$ cat src/rtl/fetch_unit_if.sv
// Instruction-memory bus between the fetch stage and the instruction memory.
// The fetch stage is the master: it raises imem_req with a stable imem_addr and
// waits for the memory to answer with imem_ack and the instruction word.
interface fetch_unit_if #(
  parameter int PC_W = 8
);

  logic            imem_req;
  logic [PC_W-1:0] imem_addr;
  logic            imem_ack;
  logic [31:0]     imem_rdata;

  modport master (
    output imem_req,
    output imem_addr,
    input  imem_ack,
    input  imem_rdata
  );

  modport slave (
    input  imem_req,
    input  imem_addr,
    output imem_ack,
    output imem_rdata
  );

endinterface

$ cat src/rtl/fetch_unit.sv
// fetch_unit: instruction fetch stage.
// Holds the PC, fetches one 32-bit word per instruction over the req/ack bus,
// presents it to the control path, and selects the next PC from the resolved
// control decisions (halt > jr > jump/jal > taken branch > sequential).
// Also keeps a saturating retired-instruction counter.
//
// Optional feature, enabled by defining FETCH_RESUME_EN:
//   adds a 'resume' input that leaves HALTED and fetches at PC+1.
//   Without the macro, HALTED is left only through reset.
module fetch_unit #(
  parameter int          PC_W     = 8,
  parameter int unsigned RESET_PC = 0
) (
  input  logic             clock,
  input  logic             reset,
  fetch_unit_if.master     imem,
  output logic [31:0]      instr,
  output logic             instr_valid,
  output logic [PC_W-1:0]  pc,
  output logic [PC_W-1:0]  link_addr,
  input  logic             exec_done,
  input  logic             jump,
  input  logic             jr,
  input  logic             branch,
  input  logic             br_taken,
  input  logic             halt,
  input  logic [15:0]      imm,
  input  logic [31:0]      rs_value,
`ifdef FETCH_RESUME_EN
  input  logic             resume,
`endif
  output logic             halted,
  output logic [31:0]      instret
);

  typedef enum logic [1:0] {
    IDLE,
    FETCH,
    ISSUE,
    HALTED
  } state_t;

  state_t          state_q;
  state_t          state_d;

  logic [PC_W-1:0] pc_q;
  logic [31:0]     instr_q;
  logic [31:0]     instret_q;

  logic [PC_W-1:0] pc_plus1;
  logic [PC_W-1:0] next_pc;
  logic [31:0]     imm_zext;
  logic [31:0]     imm_sext;
  logic [PC_W-1:0] jump_target;
  logic [PC_W-1:0] jr_target;
  logic [PC_W-1:0] branch_target;
  logic            retire;
  logic            unused_inputs;

  // Only the low PC_W bits of the jump/JR operands reach the PC; the XOR keeps
  // the discarded upper bits visibly consumed.
  assign unused_inputs = ^{imm, rs_value};

  assign pc_plus1      = pc_q + PC_W'(1);
  assign imm_zext      = {16'h0000, imm};
  assign imm_sext      = {{16{imm[15]}}, imm};
  assign jump_target   = imm_zext[PC_W-1:0];
  assign jr_target     = rs_value[PC_W-1:0];
  assign branch_target = pc_plus1 + imm_sext[PC_W-1:0];

  // An instruction retires on the cycle the execute path reports completion.
  assign retire = (state_q == ISSUE) && exec_done;

  // Resolve the next PC strictly by priority; all sums wrap modulo 2**PC_W.
  always_comb begin
    next_pc = pc_plus1;
    if (halt) begin
      next_pc = pc_q;
    end else if (jr) begin
      next_pc = jr_target;
    end else if (jump) begin
      next_pc = jump_target;
    end else if (branch && br_taken) begin
      next_pc = branch_target;
    end
  end

  // State register; reset returns to IDLE so any ack still in flight is dropped.
  always_ff @(posedge clock) begin
    if (reset) begin
      state_q <= IDLE;
    end else begin
      state_q <= state_d;
    end
  end

  // Next-state logic: fetch, wait for execute, then either fetch again or park.
  always_comb begin
    state_d = state_q;
    case (state_q)
      IDLE: begin
        state_d = FETCH;
      end
      FETCH: begin
        if (imem.imem_ack) begin
          state_d = ISSUE;
        end
      end
      ISSUE: begin
        if (exec_done) begin
          state_d = halt ? HALTED : FETCH;
        end
      end
      HALTED: begin
`ifdef FETCH_RESUME_EN
        if (resume) begin
          state_d = FETCH;
        end
`else
        state_d = HALTED;
`endif
      end
      default: begin
        state_d = IDLE;
      end
    endcase
  end

  // Datapath registers: capture the fetched word, advance the PC on retire,
  // and count retirements without wrapping past all-ones.
  always_ff @(posedge clock) begin
    if (reset) begin
      pc_q      <= PC_W'(RESET_PC);
      instr_q   <= '0;
      instret_q <= '0;
    end else begin
      if ((state_q == FETCH) && imem.imem_ack) begin
        instr_q <= imem.imem_rdata;
      end
      if (retire) begin
        pc_q <= next_pc;
        if (instret_q != 32'hFFFF_FFFF) begin
          instret_q <= instret_q + 32'd1;
        end
      end
`ifdef FETCH_RESUME_EN
      if ((state_q == HALTED) && resume) begin
        pc_q <= pc_plus1;
      end
`endif
    end
  end

  assign imem.imem_req  = (state_q == FETCH);
  assign imem.imem_addr = pc_q;

  assign instr       = instr_q;
  assign instr_valid = (state_q == ISSUE);
  assign pc          = pc_q;
  assign link_addr   = pc_plus1;
  assign halted      = (state_q == HALTED);
  assign instret     = instret_q;

endmodule

$ cat src/flat_wrapper.sv
// flat-port wrapper written by rule: the top's interface ports become plain ports
module fetch_unit_flat 
#(
  parameter int          PC_W     = 8,
  parameter int unsigned RESET_PC = 0
)
  (clock, reset, instr, instr_valid, pc, link_addr, exec_done, jump, jr, branch, br_taken, halt, imm, rs_value, halted, instret, imem_imem_req, imem_imem_addr, imem_imem_ack, imem_imem_rdata);
  fetch_unit_if #(.PC_W(PC_W)) imem_i ();
  input  logic clock;
  input  logic reset;
  output logic [31:0] instr;
  output logic instr_valid;
  output logic [PC_W-1:0] pc;
  output logic [PC_W-1:0] link_addr;
  input  logic exec_done;
  input  logic jump;
  input  logic jr;
  input  logic branch;
  input  logic br_taken;
  input  logic halt;
  input  logic [15:0] imm;
  input  logic [31:0] rs_value;
  output logic halted;
  output logic [31:0] instret;
  output wire logic [$bits(imem_i.imem_req)-1:0] imem_imem_req;
  output wire logic [$bits(imem_i.imem_addr)-1:0] imem_imem_addr;
  input wire logic [$bits(imem_i.imem_ack)-1:0] imem_imem_ack;
  input wire logic [$bits(imem_i.imem_rdata)-1:0] imem_imem_rdata;
  assign imem_imem_req = imem_i.imem_req;
  assign imem_imem_addr = imem_i.imem_addr;
  assign imem_i.imem_ack = imem_imem_ack;
  assign imem_i.imem_rdata = imem_imem_rdata;
  fetch_unit #(.PC_W(PC_W), .RESET_PC(RESET_PC)) u_core (.clock(clock), .reset(reset), .imem(imem_i), .instr(instr), .instr_valid(instr_valid), .pc(pc), .link_addr(link_addr), .exec_done(exec_done), .jump(jump), .jr(jr), .branch(branch), .br_taken(br_taken), .halt(halt), .imm(imm), .rs_value(rs_value), .halted(halted), .instret(instret));
endmodule
$ cat config.mk
export PLATFORM = sky130hd
export DESIGN_NAME = fetch_unit_flat
export DESIGN_NICKNAME = d
export VERILOG_FILES = /design/src/rtl/fetch_unit_if.sv /design/src/rtl/fetch_unit.sv /design/src/flat_wrapper.sv
export SDC_FILE = /design/constraint.sdc
export NUM_CORES = 1
export LEC_CHECK = 0
export CAP_MARGIN = 20
export CELL_PAD_IN_SITES_DETAIL_PLACEMENT = 1
export CELL_PAD_IN_SITES_GLOBAL_PLACEMENT = 1
export CORE_ASPECT_RATIO = 0.75
export CORE_MARGIN = 10
export CORE_UTILIZATION = 26
export CTS_CLUSTER_SIZE = 8
export DETAILED_ROUTE_END_ITERATION = 16
export GPL_ROUTABILITY_DRIVEN = 0
export PLACE_DENSITY = 0.85
export SYNTH_ARGS = -nofsm -noshare
export SYNTH_HDL_FRONTEND = slang
export SYNTH_SLANG_ARGS = --single-unit
$ cat constraint.sdc
create_clock -name clock -period 2.3 [get_ports clock]
set_input_delay 0.23 -clock clock [delete_from_list [all_inputs] [get_ports clock]]
set_output_delay 0.23 -clock clock [all_outputs]
set_load 0.05 [all_outputs]
==> reports/qor.yml <==
layout.nets: 774
wire_per_inst_um: 18.4
synth.net_count: 605
swShare_pct: 27.1
leakagePower_nw: 2.30
insertion_delay_ps: 330
area_growth_pct: 65.5
slowest_stage: "or4_1"
finalHoldViolations: 0
outcome: "complete, but fails checks"
cp-end-kind: "flip-flop"
overflow: 0
pwr-share-clk_pct: 44.2
drtAntennaViolNets: 0
vias: 4445
htree_num_levels: 3
dp_slack_ps: -118
drive_gt1_share_pct: 20.2
cp_slowest_stage_delay_ps: 520
synth_area_um2: 3950
comb_power_share_pct: 17.3
route.detailed.drc: 0
yosysSeqAreaShare_pct: 37.5
synth_async_sr_flop_share_pct: 0
place_area_um2: 6160
vias_per_cell: 5.06
finalWirelength_mm: 16.1
num_rows: 38
drv_slew: 0
pin_count: 180
synthMuxAreaShare_pct: 3.93
arrival_ps: 2570
p_seq_share_pct: 38.4
finalWorstSetupSlack_ps: -19.7
io_buffer_count: 147
cp_top_family: "simple AND/OR/NAND/NOR gates"
synth_top_family_by_area: "simple AND/OR/NAND/NOR gates"
violations: "setup timing"
synthTopCellsByArea: "dfxtp_1, nand2_1, a21oi_1"
cts_root_buf: "clkbuf_16"
synthSimpleGateAreaFrac_pct: 30.2
worst-path-buf-inv: 0
start_util_pct: 26.9
startpoint_type: "flip-flop"
cp_data_required_time_ps: 2550
cts_tree: "yes"
tns_ps: -19.7
synth_area_leader_cell: "dfxtp_1"
clk_path_buf_depth: 2
crit_fanout: 4
coreArea_um2: 14700
clk_pin_slew_ps: 60
fp.dieH_um: 127
synth_adder_area_share_pct: 3.67
grt_pass1_wl_mm: 25.6
p_per_area_nw_per_um2: 525
yosys_warnings: 0
min_period_ps: 2320
hold_path.class: "in -> reg"
syn_avg_cell_area_um2: 7.82
die_x_um: 162
synth_cell_types: 57
rsz0062_at_grt: "true"
cap_viol_max_count: 0
tightest_slew_ps: 579
n_antenna_cell: 0
power_switching_mw: 0.931
cts_sinks: 74
antenna_found_initial: 0
synth_ff_type: "dfxtp_1"
p_int_mw: 2.50
synth-seq-cells: 74
drtIter0Drc: 162
design_area_um2: 6540
utilization_pct: 44.5
synthCells: 505
dpl.hpwl_mm: 12.8
numCtsBuffers: 9
cts-hold-fix-buffers: 0
grt_pass1_vias: 4771
synth_compound_area_share_pct: 18.2
drt_first_pass_iters: 4
slew_headroom_pct: 61.3
path_cells: "nand3_1 > xnor2_4 > ha_1 > or4_1 > o22a_1 > mux2_2 > o32ai_2"
max_freq_mhz: 431
grt_max_degree: 37
yosysTopAreaCellShare_pct: 37.5
setup_viol_count_final: 1
track_usage_pct: 15.2
synth_xor_area_share_pct: 1.55
ir_drop_v: 0.000350
skew_ps: 7.73
crit_type: "reg -> reg"
synth_edf_count: 0
period_share_pct: 101
die_area_um2: 20600
-- metal layers --
metal / global-route usage [%] / vias to the layer above / wire length (um)
met5: 0 / - / 0
met3: 6.43 / 17 / 1340
met1: 17.4 / 2166 / 6780
met2: 25.4 / 118 / 7770
met4: 3.90 / 0 / 252
li1: - / 2144 / -
-- state kept, by name, summed over array words and instances (netlist names) --
register               flops
u_core.instret            32
u_core.state_q             2
u_core.instr              32
u_core.imem.imem_addr      8
-- cells in the mapped netlist (2+ instances only) --
master,count
buf_2,2
mux2_2,12
inv_1,8
clkbuf_1,22
and4_1,2
xnor2_1,4
a21oi_1,60
nand2_1,94
and3_1,4
nor3_1,12
and2_1,4
xor2_1,3
o31ai_1,7
nor4_1,8
a2111oi_0,2
a32oi_1,2
nor2b_1,16
buf_4,8
buf_1,3
o21a_1,2
mux2i_1,2
nor2_1,29
nand3_1,19
ha_1,10
o21ai_0,22
nand2b_1,5
a211oi_1,9
o211ai_1,4
or3_1,11
nand4_1,7
dfxtp_1,74
o311ai_0,2
or4_1,12
-- logic make-up (layout without fill, tap and decap cells) --
family | count (synthesis) | in the layout
AO/OA/AOI/OAI | 120 | 120
XOR/XNOR | 7 | 7
adder cells (fa/ha/maj) | 11 | 11
buffers and inverters | 44 | 218
flip-flops | 74 | 74
multiplexers | 14 | 14
AND/OR/NAND/NOR | 235 | 235
-- final timing paths --
check / to / slack [ps] / start / cells past startpoint
max reg2reg: u_core.imem.imem_addr[7] / -20 / u_core.imem.imem_addr[1] / 7
min: u_core.instret[5] / 400 / reset / 2
min reg2reg: u_core.instr[5] / 460 / u_core.instr[5] / 2
max: u_core.imem.imem_addr[7] / -20 / u_core.imem.imem_addr[1] / 7
-- layout by cell type, fill, tap and decap left out, types with 3 or more instances in the layout --
cell type | netlist | routed
a211oi_1 | 9 | 8
a21oi_1 | 60 | 58
and2_1 | 4 | 4
buf_12 | 0 | 3
buf_4 | 8 | 47
clkbuf_16 | 0 | 12
clkdlybuf4s50_1 | 0 | 141
dfxtp_1 | 74 | 47
dfxtp_2 | 0 | 6
dfxtp_4 | 0 | 21
ha_1 | 10 | 5
ha_4 | 0 | 5
inv_1 | 8 | 8
mux2_2 | 12 | 12
nand2_1 | 94 | 94
nand2b_1 | 5 | 5
nand3_1 | 19 | 17
nand4_1 | 7 | 7
nor2_1 | 29 | 29
nor2b_1 | 16 | 15
nor3_1 | 12 | 12
nor4_1 | 8 | 5
nor4_2 | 1 | 4
o211ai_1 | 4 | 4
o21ai_0 | 22 | 21
o31ai_1 | 7 | 7
or3_1 | 11 | 11
or4_1 | 12 | 12
xnor2_4 | 0 | 3
-- power by group through the flow --
stage / sequential, mW / clock (mW) / combinational [mW]
4_1_cts: 1.32 / 1.56 / 0.596
2_1_floorplan: 1.45 / 0 / 0.212
6_report: 1.32 / 1.52 / 0.595
3_3_place_gp: 1.34 / 0 / 0.571
3_5_place_dp: 1.35 / 0 / 0.594
5_1_grt: 1.32 / 1.62 / 0.639
-- what timing repair did --
action                     4_1_cts  5_1_grt
pin swaps                        1        4
buffers inserted                 0        0
hold endpoints to repair         0        0
resized for setup                3       10
setup endpoints to repair        2       11
-- through the flow --
stage               power, mW  instances  hold slack [ps]
global route             3.58        879              443
detailed placement       1.94        863              451
floorplan                1.66        505              366
finish                   3.43        879              397
global placement         1.91        863              442
CTS                      3.47        879              394
-- layout make-up --
class,count,area [um^2]
sequential,74,1570
fill,1708,8150
clock inverter,2,11.3
clock buffer,14,318
multi-input combinational,387,2520
timing repair buffer,193,1840
tap,200,250
inverter,9,33.8
Power figures use the tool's default switching activity.
==> RTL edit, RTL diff (same settings) <==
Encoding of `state_t`: now one-hot (4 bits for 4 states).
--- a/src/rtl/fetch_unit.sv
+++ b/src/rtl/fetch_unit.sv
@@ -33,11 +33,11 @@
   output logic [31:0]      instret
 );
 
-  typedef enum logic [1:0] {
-    IDLE,
-    FETCH,
-    ISSUE,
-    HALTED
+  typedef enum logic [3:0] {
+    IDLE   = 4'b0001,
+    FETCH  = 4'b0010,
+    ISSUE  = 4'b0100,
+    HALTED = 4'b1000
   } state_t;
 
   state_t          state_q;
Check against the original RTL: no difference found for any inputs over 10 cycles, from zero or initial values and one cycle with reset high; not proved beyond that.
==> RTL edit against the unedited design <==
  * The flow still finishes with violations (negative setup slack)
  * Power fell by 4.3%
  * Worst setup slack got worse by 0.025 ns
  * Sequential power rose by 4%
  * Combinational power fell by 4.0%
  * Routed wire length rose by 1.9%
  * Sequential cell count rose by 2
  * Critical path depth rose by 1
  * Die area rose by 1.5%
  * Area after synthesis rose by 1.8%
  * Cell area fell by 0.36%
  * Critical endpoint is now u_core.imem.imem_addr[4]
==> RTL edit: results (changes against the unedited design) <==
Number of global-route vias before repair: 4,866 (+2.0%)
Initial antenna violation count: 0 (unchanged)
Yosys Warn Count: 0 (unchanged)
Layout fillers: 1,784 (+4.4%)
Post-synthesis cell count: 509 (+0.79%)
Clk_skew: 0.00946 ns (+0.00172 ns)
Setup tns final: -0.0854 ns (-0.0658 ns)
Largest stage delay, worst path: 0.47 ns (-0.05 ns)
Fraction of registers with async set/reset: 0% (unchanged)
CP max FO: 5 (+1)
NetSw: 0.957 mW (+2.8%)
Hold_sp: reset
Most frequent cells after synthesis: nand2_1 (97), dfxtp_1 (76), a21oi_1 (60)
Comb group: 0.571 mW (-4.0%)
Total GRT Usage: 15.3% (+0.16 points)
Seq power: 1.37 mW (+4%)
Layout cells sized above 1: 17.3% (-2.8 points)
Setup violations, final: 3 (+2)
Placed cells: 863 (unchanged)
Register area share after synthesis: 37.8% (+0.33 points)
Failing checks: negative setup slack
Status: complete, but fails checks
# resized after CTS: 6 (+3)
Pre-CTS setup slack: -0.256 ns (-0.137 ns)
CP top delay family: compound AO/OA/AOI/OAI gates
Leakage dissipation: 2.21 nW (-4.0%)
WHS: 0.237 ns (-0.160 ns)
WHS Endpoint: u_core.state_q[0]
Total Wirelength: 16,500 µm (+1.9%)
Port-buffer cells: 147 (unchanged)
Placement-stage cell area: 0.00613 mm² (-0.57%)
Area share of fa/ha/maj cells after synthesis: 3.61% (-0.065 points)
Worst Tran Pin Value: 0.804 ns (+0.225 ns)
1st-iter DRT viols: 163 (+0.62%)
Mux share of post-synthesis cell area: 1.87% (-2.1 points)
Setup slack after layout: -0.0445 ns (-0.0248 ns)
Hpwl dp: 12,700 µm (-0.53%)
First-pass GRT wire length: 26,000 µm (+1.8%)
Critical path arrival: 2.53 ns (-0.04 ns)
Non-filler cells, final: 886 (+0.80%)
Reg2reg path depth: 8 (+1)
Peak supply drop: 0.344 mV (-1.8%)
Critical Path Source: u_core.imem.imem_addr[0]
Hold path depth: 3 (+1)
Vias per inst: 5.09 (+0.66%)
Reg2Reg Capture Point: u_core.imem.imem_addr[4]
Mapped Nets: 609 (+0.66%)
-- RTL edit: cell count changes after synthesis, sizes merged, moves of 8 or more --
cell   delta
or4       -8
nor2b    -14
mux2      -8
xnor2    +11
-- RTL edit: cell type report --
class	instances	area, µm²	share of cell area [%]
clock inverters	7	51.3	0.788
flip-flops and latches	76	1550	23.8
clock buffers	9	225	3.46
inverters	12	56.3	0.864
multi-input cells	388	2590	39.7
repair buffers	189	1790	27.4
well taps	205	256	3.94
-- RTL edit: kinds of logic (layout without fill, tap and decap cells) --
group,Yosys count,count (layout)
compound gates,135,135
xor+xnor,22,22
flops,76,76
fa+ha+maj,11,11
simple gates,213,213
buf+inv,45,217
mux,7,7
-- RTL edit: routing by layer --
layer / wire length (µm) / track usage, % / vias to the layer above
li1: - / - / 2170
met1: 6910 / 17.5 / 2199
met2: 7940 / 26.3 / 118
met3: 1370 / 5.74 / 23
met4: 233 / 4.09 / 0
met5: 0 / 0 / -
